File: src/rtl/async_fifo_core.sv
// Single-clock FIFO with registered read data, occupancy count, almost flags
// and one-cycle overflow/underflow pulses on rejected requests.
module async_fifo_core #(
    parameter int DATA_WIDTH    = 8,
    parameter int ADDR_WIDTH    = 4,
    parameter int ALMOST_MARGIN = 2
) (
    input  logic                  wr_clk,
    input  logic                  wr_rst,
    input  logic                  wr_en,
    input  logic [DATA_WIDTH-1:0] wr_data,
    output logic                  full,
    input  logic                  rd_en,
    output logic [DATA_WIDTH-1:0] rd_data,
    output logic                  empty,
    output logic [ADDR_WIDTH:0]   count,
    output logic                  almost_full,
    output logic                  almost_empty,
    output logic                  overflow,
    output logic                  underflow
);

    localparam int                DEPTH        = 2 ** ADDR_WIDTH;
    localparam logic [ADDR_WIDTH:0] PTR_ONE      = (ADDR_WIDTH + 1)'(1);
    localparam logic [ADDR_WIDTH:0] AFULL_LEVEL  = (ADDR_WIDTH + 1)'(DEPTH - ALMOST_MARGIN);
    localparam logic [ADDR_WIDTH:0] AEMPTY_LEVEL = (ADDR_WIDTH + 1)'(ALMOST_MARGIN);

    logic [DATA_WIDTH-1:0] mem [DEPTH];

    logic [ADDR_WIDTH:0]   wptr_q, wptr_d;
    logic [ADDR_WIDTH:0]   rptr_q, rptr_d;
    logic [DATA_WIDTH-1:0] rd_data_q, rd_data_d;
    logic                  overflow_q, overflow_d;
    logic                  underflow_q, underflow_d;
    logic                  wr_accept, rd_accept;

    // One extra pointer bit distinguishes full from empty when the addresses match.
    assign empty        = (wptr_q == rptr_q);
    assign full         = (wptr_q[ADDR_WIDTH] != rptr_q[ADDR_WIDTH]) &&
                          (wptr_q[ADDR_WIDTH-1:0] == rptr_q[ADDR_WIDTH-1:0]);
    assign count        = wptr_q - rptr_q;
    assign almost_full  = (count >= AFULL_LEVEL);
    assign almost_empty = (count <= AEMPTY_LEVEL);

    assign wr_accept = wr_en && !full;
    assign rd_accept = rd_en && !empty;

    // NOTE: every signal gets a default at the top of always_comb so no latch is inferred.
    always_comb begin
        wptr_d      = wptr_q;
        rptr_d      = rptr_q;
        rd_data_d   = rd_data_q;
        overflow_d  = wr_en && full;
        underflow_d = rd_en && empty;
        if (wr_accept) begin
            wptr_d = wptr_q + PTR_ONE;
        end
        if (rd_accept) begin
            rptr_d    = rptr_q + PTR_ONE;
            rd_data_d = mem[rptr_q[ADDR_WIDTH-1:0]];
        end
    end

    // NOTE: sequential state uses non-blocking assignments so every flop samples pre-edge values.
    always_ff @(posedge wr_clk) begin
        if (wr_rst) begin
            wptr_q      <= '0;
            rptr_q      <= '0;
            rd_data_q   <= '0;
            overflow_q  <= 1'b0;
            underflow_q <= 1'b0;
        end else begin
            wptr_q      <= wptr_d;
            rptr_q      <= rptr_d;
            rd_data_q   <= rd_data_d;
            overflow_q  <= overflow_d;
            underflow_q <= underflow_d;
        end
    end

    // NOTE: storage is deliberately not reset; clearing the pointers is enough to discard it.
    always_ff @(posedge wr_clk) begin
        if (!wr_rst && wr_accept) begin
            mem[wptr_q[ADDR_WIDTH-1:0]] <= wr_data;
        end
    end

    assign rd_data   = rd_data_q;
    assign overflow  = overflow_q;
    assign underflow = underflow_q;

endmodule

File: config.mk
export PLATFORM = sky130hd
export DESIGN_NAME = async_fifo_core
export DESIGN_NICKNAME = d
export VERILOG_FILES = /design/src/rtl/async_fifo_core.sv
export SDC_FILE = /design/constraint.sdc
export NUM_CORES = 1
export LEC_CHECK = 0
export CORE_MARGIN = 5
export CORE_UTILIZATION = 59
export CTS_CLUSTER_DIAMETER = 60
export DETAILED_ROUTE_END_ITERATION = 12
export GPL_ROUTABILITY_DRIVEN = 0
export PLACE_DENSITY_LB_ADDON = 0.15
export SYNTH_ARGS = -nofsm -noshare
export SYNTH_HDL_FRONTEND = slang
export SYNTH_SLANG_ARGS = --single-unit
File: constraint.sdc
create_clock -name wr_clk -period 3.2 [get_ports wr_clk]
set_input_delay 0.8 -clock wr_clk [delete_from_list [all_inputs] [get_ports wr_clk]]
set_output_delay 0.8 -clock wr_clk [all_outputs]
set_load 0.01 [all_outputs]
* Yosys cells after proc, flatten, opt, wreduce, memory -nomap -nowiden
Memories as Yosys holds them, arrays and structs flattened. A register that Yosys moved wholly into a read port is not among the register bits.
Index checks and enable logic that the tools add are counted.
** Word-level totals
- Bits in registers :: 12
- Bits in latches :: 0
- Bits in writable memories :: 128
- Memory bits (read-only) :: 0
- Input port bits :: 12
- Memories kept :: 1
** Memories
- mem :: depth 16, width 8, read ports 1, clocked after Yosys merged registers in 1, wr ports 1, line 28 : logic [DATA_WIDTH-1:0] mem [DEPTH];
** Cells by class
- Add/sub/neg operators :: 3
- Multiply operators :: 0
- Divide/modulo/power cells :: 0
- Magnitude comparators :: 2
- Equal/unequal tests :: 3
- Shift operators :: 0
- Mux-type cells :: 2
- Bitwise operators :: 0
- Reductions and logical operators :: 9
** Operators by type and width (number)
- $add 5x1->5 const B :: 2
- $logic_and 1x1->1 :: 6
- $eq 5x5->1 :: 1
- $ge 5x4->1 const B :: 1
- $le 5x2->1 const B :: 1
- $sub 5x5->5 :: 1
- $eq 4x4->1 :: 1
- $logic_not 1->1 :: 3
- $mux 1 :: 2
- $ne 1x1->1 :: 1

* Logic depth before layout (Yosys ltp)
Gate-level depths: netlist of run 1.
- Word-level depth :: 7
- Mapped depth :: 9
- Mapped depth without buffers :: 8

* Worst setup path before layout of run 1
Ideal clock, no wire load.
- Path kind :: register to output
- Start :: reg rptr_q[1]
- End :: out almost_empty
- Data arrival time :: 2112 ps
- Required time :: 2400 ps
- Setup slack :: 288 ps
- Stages on the path, launching flop included :: 9
- Path buffers :: 2
- Path through :: dfxtp_1 -> buf_6 -> buf_6 -> inv_1 -> fa_1 -> a21o_1 -> a21oi_1 -> xnor2_1 -> a211oi_1
** Between the ends
- Cells in the longest elaborated chain, start to end :: 2
** Ends and longest elaborated chain
- start, declared :: line 31 : logic [ADDR_WIDTH:0] rptr_q, rptr_d;
- start signal, assigned :: line 74 : rptr_q <= rptr_d;
- $sub 5x5->5 :: line 41 : assign count = wptr_q - rptr_q;
- named net count[4] :: line 16 : output logic [ADDR_WIDTH:0] count,
- $le 5x2->1 :: line 43 : assign almost_empty = (count <= AEMPTY_LEVEL);
- end, declared :: line 18 : output logic almost_empty,
The timed path passes the listed nets, and every way through them passes these cells.

* Worst setup path after layout of run 1
- Start :: reg wptr_q[0]
- End :: out count[4]
** Between the ends
- Cells in the longest elaborated chain, start to end :: 1
** Ends and longest elaborated chain
- start, declared :: line 30 : logic [ADDR_WIDTH:0] wptr_q, wptr_d;
- start signal, assigned :: line 73 : wptr_q <= wptr_d;
- $sub 5x5->5 :: line 41
- end, declared :: line 16
No other way between the ends.

==> qor_table.md, run 1 <==
| Parameter | This run | Unit |
|:---|:---|:---|
| Total inserted antenna cells | 0 | - |
| Nature of the critical path startpoint | flip-flop | - |
| Antenna violations before repair | 0 | - |
| X dimension of the die | 111.7 | um |
| R2r worst-path depth | 6 | - |
| Type of element capturing the critical path | primary output | - |
| Number of global-route vias before repair | 3493 | - |
| Ratio of cells with drive above 1 in the final layout | 0.2027 | - |
| Capture endpoint of the worst hold path | rd_data[6] | - |
| Core utilization of the finished layout | 0.7129 | - |
| Total via count after detailed routing | 3403 | - |
| Worst-path fanout max | 3 | - |
| Largest vdd supply drop | 0.3492 | mV |
| Path type of the worst min-delay path | flip-flop to flip-flop | - |
| Synthesized-area fraction occupied by ao, oa, aoi and oai cells | 0.07401 | - |
| Number of rows in the core area | 37 | - |
| Maximum capacitance violations | 0 | - |
| P per Cell Area | 656.5 | mW/mm^2 |
| Die Outline Area | 0.01248 | sq mm |
| HPWL after detailed placement | 7769 | um |
| Part of the cycle the worst path needs | 0.9849 | - |
| First-pass iteration count of the detailed router | 5 | - |
| Vias/cell | 5.817 | - |
| Maximum number of pins on one net before global-route repair | 32 | - |
| Final Hold Slack | 499.2 | ps |
| Outcome | finished clean | - |
| Cells after Synth | 378 | - |
| Endpoint of the most critical register-to-register path | mem[1][2] | - |
| Setup slack of the worst register-to-register path | 880 | ps |
| Max-slew headroom | 0.5076 | - |
| Number of nets in the layout | 459 | - |
| CTS root buffer | clkbuf_8 | - |
| Start point of the critical path | wptr_q[0] | - |
| Dominant combinational cell family by area after synthesis | multiplexers | - |
| Detailed router's first-iteration violation count | 215 | - |
| Final max-slew violation count | 0 | - |
| Final count of hold timing violations | 0 | - |
| Clock latency at the later pin of the worst-skew pair | 520 | ps |
| Number of flops mapped to enable cells by yosys | 128 | - |
| Cell taking the most area after synthesis | edfxtp_1 | - |
| Detailed-route DRC error count | 0 | - |
| Number of H-tree levels | 4 | - |
| Required time reported for the critical path endpoint | 2400 | ps |
| Maximum frequency from static timing analysis | 0.3173 | GHz |
| Number of I/O port buffers | 30 | - |
| Slew at the pin with the worst max-slew slack | 736.4 | ps |
| Final-layout fill cell count | 662 | - |
| Number of buffers added by the clock tree synthesis step | 17 | - |
| Sequential area share after synthesis | 0.6954 | - |
| Post-route ant nets | 0 | - |
| Flip-flop cell with the highest count after synthesis | edfxtp_1 | - |
| Ys async rst share | 0 | - |
| Startpoint of the most critical hold path | rd_data[6] | - |
| Worst endpoint data arrival time | 2350 | ps |
| Average cell area after synthesis | 16.15 | sq um |
| Synthesized net count | 400 | - |
| Die extent in y | 111.7 | um |
| Syn-to-layout area delta | 18.96 | % |
| Sink Count | 148 | - |
| Total overflow reported by the global router | 0 | - |
| Source of the worst register-to-register timing path | wptr_q[3] | - |
| Most frequent cells after synthesis | edfxtp_1, mux2i_1, nor2_1 | - |
| Clock input transition at the sequential cells of the worst setup and hold paths | 60 | ps |
| Synth Area in Adders | 0.02173 | - |
| Basic-gate share of the synthesized area counting and, or, nand and nor cells | 0.05248 | - |
| Hold-fix buffer count after cts | 0 | - |
| Final routed wire length divided by cell count | 20.84 | um |
| Cell depth of the worst min-delay path | 2 | - |
| I/O pins | 31 | - |
| Drt total wl | 12190 | um |
| Most frequent cell after synthesis | edfxtp_1 | - |
| Mux contribution to synthesized area | 0.1115 | - |
| Synthesized area | 0.006103 | sq mm |
| Count of endpoints failing setup in the final report | 0 | - |
| Clock tree from TritonCTS | done | - |
| Top-area cell type share of the netlist area | 0.6298 | - |
| Combined global-route utilization of all metal layers | 0.2040 | - |
| Number of buffers on the longest clock path | 2 | - |
| Core Area | 0.01018 | sq mm |
| Library cells used by synthesis | 45 | - |
| Worst setup skew after layout | 7.540 | ps |
| Cell types occupying the most area after synthesis | edfxtp_1, mux2i_1, dfxtp_1 | - |
| Synth warn | 0 | - |
| Flop and latch count out of synthesis | 148 | - |
| Leakage dissipation | 2.364 | nW |
| Type of the setup path with the least slack | flip-flop to primary output | - |
| Starting Density | 0.5993 | - |
| Synth Area in XOR/XNOR | 0.01886 | - |
| Time the worst path needs with I/O delays and setup | 3152 | ps |
| Wire length of the first global-routing pass | 18870 | um |
-- report_power, final --
group	leakage (nW)	internal [mW]	total, mW	switching (mW)
combinational	0.765	0.340	0.727	0.387
sequential	1.32	2.14	2.17	0.0255
clock	0.281	1.11	1.87	0.759
-- worst max path at each step --
| stage | to | slack, ps |
|---|---|---|
| final | count[4] | 50 |
| after global placement | almost_empty | 160 |
| after CTS | almost_empty | 7 |
| after global routing | count[4] | -20 |
| after floorplan | almost_empty | 290 |
| after detailed placement | almost_empty | 130 |
-- flip-flops by register name, indices dropped and copies added (netlist names) --
| name | cells |
|---|---|
| mem | 128 |
| rd_data | 8 |
| rptr_q | 5 |
| wptr_q | 5 |
| overflow | 1 |
| underflow | 1 |
-- routing by layer --
| layer | global-route usage | up-vias | wire, um |
|---|---|---|---|
| met5 | 0 | - | 0 |
| met4 | 0.06975 | 0 | 99 |
| met3 | 0.05380 | 8 | 820 |
| li1 | - | 1601 | - |
| met1 | 0.2657 | 1679 | 5062 |
| met2 | 0.3349 | 115 | 6211 |
-- final cells by class --
cell class	count	area (sq um)	area share
sequential	148	4248	0.5850
multi-input combinational	204	1752	0.2413
timing repair buffer	58	498.0	0.06859
clock buffer	17	414.1	0.05704
tap	136	170.2	0.02344
clock inverter	14	148.9	0.02051
inverter	8	30.03	0.004136
-- cells by family (layout without fill, tap and decap cells) --
| kind of cell | count (synthesis) | after routing |
|---|---|---|
| AO/OA/AOI/OAI | 57 | 57 |
| XOR/XNOR | 11 | 11 |
| adder cells (fa/ha/maj) | 10 | 10 |
| buffers and inverters | 26 | 97 |
| flip-flops | 148 | 148 |
| multiplexers | 58 | 58 |
| AND/OR/NAND/NOR | 68 | 68 |
-- per-stage QoR --
stage                     power (mW)  instance area [sq um]  TNS (ps)  cells  setup slack [ps]
final                          4.767                   7261         0    585             48.26
after global routing           4.942                   7261    -33.20    585            -20.88
after CTS                      4.750                   7208         0    583             7.361
after detailed placement       2.885                   6619         0    549             134.6
after global placement         2.873                   6619         0    549             164.5
after floorplan                2.637                   6103         0    378             288.0
-- cell usage in the layout (no fill, tap or decap), types with 6 or more instances in the layout --
| cell | instances |
|---|---|
| edfxtp_1 | 128 |
| mux2i_1 | 50 |
| nor2_1 | 40 |
| buf_4 | 28 |
| clkdlybuf4s50_1 | 26 |
| dfxtp_1 | 17 |
| o22ai_1 | 16 |
| clkbuf_16 | 16 |
| o21ai_1 | 8 |
| mux4_2 | 8 |
| a221oi_1 | 8 |
| a311oi_2 | 7 |
| inv_1 | 6 |
| ha_1 | 6 |
| inv_6 | 6 |
-- what timing repair did --
action | 4_1_cts | 5_1_grt
resized for setup | 14 | 9
pin swaps | 3 | 5
setup endpoints to repair | 5 | 5
cloned | 0 | 0
setup buffers | 3 | 2
-- worst max-delay path: stages, from the launching register on --
cell and delay, ps:
dfxtp_2 330, inv_2 70, ha_4 140, inv_2 40, fa_2 360, a21o_1 190
a21oi_2 160, xnor2_2 150, buf_4 140, dlygate4sd2_1 260
(Power assumes the default switching activity.)
==> run 2: changes to the inputs <==
CTS_CLUSTER_DIAMETER = not set   (was 60)
==> results of run 2 <==
No change in the layout: final DEF, timing and power equal those of run 1.
==> run 3: changes to the inputs <==
CAP_MARGIN = 20   (was not set)
CORE_UTILIZATION = 60   (was 59)
CTS_BUF_LIST = sky130_fd_sc_hd__clkbuf_2   (was not set)
==> run 3 against run 2 <==
The flow now finishes with violations (negative setup slack). Power fell by 16%. Die area fell by 1.5%. Setup slack got worse by 110 ps. First-iteration DRC count rose by 47%. Hold slack improved by 46 ps. Maximum frequency fell by 3.4%. Count of clock-buffer cells in the layout rose by 1. Design area fell by 2.8%. Via count rose by 3.6%. Critical path type unchanged. Largest power group unchanged.
==> qor_table.md, run 3 (synthesis results as in run 1) <==
| Parameter | This run | Unit |
|:---|:---|:---|
| Core Area | 0.009864 | sq mm |
| Maximum capacitance violations | 0 | - |
| Leakage dissipation | 2.326 | nW |
| Time the worst path needs with I/O delays and setup | 3262 | ps |
| Largest vdd supply drop | 0.3475 | mV |
| Total inserted antenna cells | 0 | - |
| Clock input transition at the sequential cells of the worst setup and hold paths | 200 | ps |
| Total via count after detailed routing | 3527 | - |
| Worst-path fanout max | 3 | - |
| X dimension of the die | 110.9 | um |
| Cell depth of the worst min-delay path | 2 | - |
| Instance area after placement | 0.006615 | sq mm |
| Type of the setup path with the least slack | flip-flop to primary output | - |
| Smallest setup slack after layout | -61.62 | ps |
| Drt total wl | 12590 | um |
| Type of element capturing the critical path | primary output | - |
| Syn-to-layout area delta | 15.62 | % |
| Number of rows in the core area | 36 | - |
| Total overflow reported by the global router | 0 | - |
| Number of global-route vias before repair | 3499 | - |
| P per Cell Area | 569.8 | mW/mm^2 |
| Path type of the worst min-delay path | flip-flop to flip-flop | - |
| Vias/cell | 5.948 | - |
| Summed area of non-filler cells in the final layout | 0.007057 | sq mm |
| Number of buffers added by the clock tree synthesis step | 17 | - |
| Detailed-route DRC error count | 0 | - |
| Max-slew headroom | 0.5193 | - |
| Combined global-route utilization of all metal layers | 0.2090 | - |
| Most common cell after layout, fill and taps aside | edfxtp_1 | - |
| Detailed router's first-iteration violation count | 317 | - |
| Violated checks | negative setup slack | - |
| Starting Density | 0.6187 | - |
| Outcome | finished with violations | - |
| Highest-count cells in the layout ignoring fill and taps | edfxtp_1, mux2i_1, nor2_1, buf_4, clkdlybuf4s50_1 | - |
| Flip-flop count of the largest register, all copies and words added | 128 | - |
| Setup repair after global routing missed its margin | true | - |
| Hold-fix buffer count after cts | 0 | - |
| Nature of the critical path startpoint | flip-flop | - |
| Clock tree from TritonCTS | done | - |
| Ratio of cells with drive above 1 in the final layout | 0.2391 | - |
| HPWL after detailed placement | 7885 | um |
| Number of I/O port buffers | 30 | - |
| I/O pins | 31 | - |
| Worst setup skew after layout | 23.15 | ps |
| Required time reported for the critical path endpoint | 2400 | ps |
| Die extent in y | 110.9 | um |
| Worst endpoint data arrival time | 2460 | ps |
| Antenna violations before repair | 0 | - |
| Final max-slew violation count | 0 | - |
| Slew at the pin with the worst max-slew slack | 719.6 | ps |
| Final count of hold timing violations | 0 | - |
| Final routed wire length divided by cell count | 21.23 | um |
| Maximum frequency from static timing analysis | 0.3066 | GHz |
| Die Outline Area | 0.01229 | sq mm |
| Wire length of the first global-routing pass | 19190 | um |
| Count of endpoints failing setup in the final report | 3 | - |
| Sink Count | 148 | - |
| CTS root buffer | clkbuf_2 | - |
| Number of nets in the layout | 469 | - |
| Maximum number of pins on one net before global-route repair | 32 | - |
| First-pass iteration count of the detailed router | 6 | - |
| Clock latency at the later pin of the worst-skew pair | 660 | ps |
| Number of H-tree levels | 4 | - |
| Part of the cycle the worst path needs | 1.019 | - |
| Number of buffers on the longest clock path | 2 | - |
| Post-route ant nets | 0 | - |
| Minimum setup slack after placement | 72.13 | ps |
| R2r worst-path depth | 5 | - |
-- run 3: final timing paths --
check / start / to / slack [ps]
worst min register to register: rd_data[6] / rd_data[6] / 540
worst min-delay path: rd_data[6] / rd_data[6] / 540
worst max-delay path: wptr_q[0] / almost_full / -60
worst max register to register: rptr_q[1] / rd_data[0] / 920
-- run 3: final cells by class --
class	instances	area, sq um
Clock inverter	14	152.6
Sequential cell	148	4254
Tap cell	133	166.4
Clock buffer	18	90.09
Inverter	8	30.03
Fill cell	629	2808
Timing Repair Buffer	68	583.1
Multi-Input combinational cell	204	1780
-- run 3: routing by layer --
metal	up-vias	wire, um	GRT usage
met4	0	127	0.06897
met2	170	6220	0.3265
met1	1738	5149	0.2903
met3	8	1094	0.05240
li1	1611	-	-
met5	-	0	0
-- run 3: timing repair --
| action | in CTS | in global routing |
|---|---|---|
| pin swaps | 5 | 6 |
| resized for setup | 36 | 8 |
| setup buffers | 12 | 3 |
| setup endpoints to repair | 8 | 8 |
-- run 3: stage by stage --
step / hold slack, ps / TNS, ps / util / power (mW) / instances
after detailed placement: 525.2 / 0 / 0.6706 / 2.905 / 546
after CTS: 548.0 / -133.5 / 0.7109 / 3.992 / 590
after floorplan: 518.4 / 0 / - / 2.637 / 378
after global routing: 574.4 / -832.1 / 0.7154 / 4.192 / 593
after global placement: 494.8 / 0 / 0.6706 / 2.892 / 546
final: 544.9 / -112.1 / 0.7154 / 4.021 / 593
-- run 3: worst max-delay path: stages, from the launching register on --
cell and delay (ps):
dfxtp_2 370, inv_2 70, ha_4 130, inv_2 30, fa_2 340, a21o_1 200
a21oi_2 160, xnor2_2 120, a41o_1 240, buf_2 150
-- run 3: power by group --
group	internal (mW)	leakage [nW]	switching (mW)
sequential	2.14	1.32	0.0240
combinational	0.388	0.860	0.427
clock	0.373	0.146	0.670
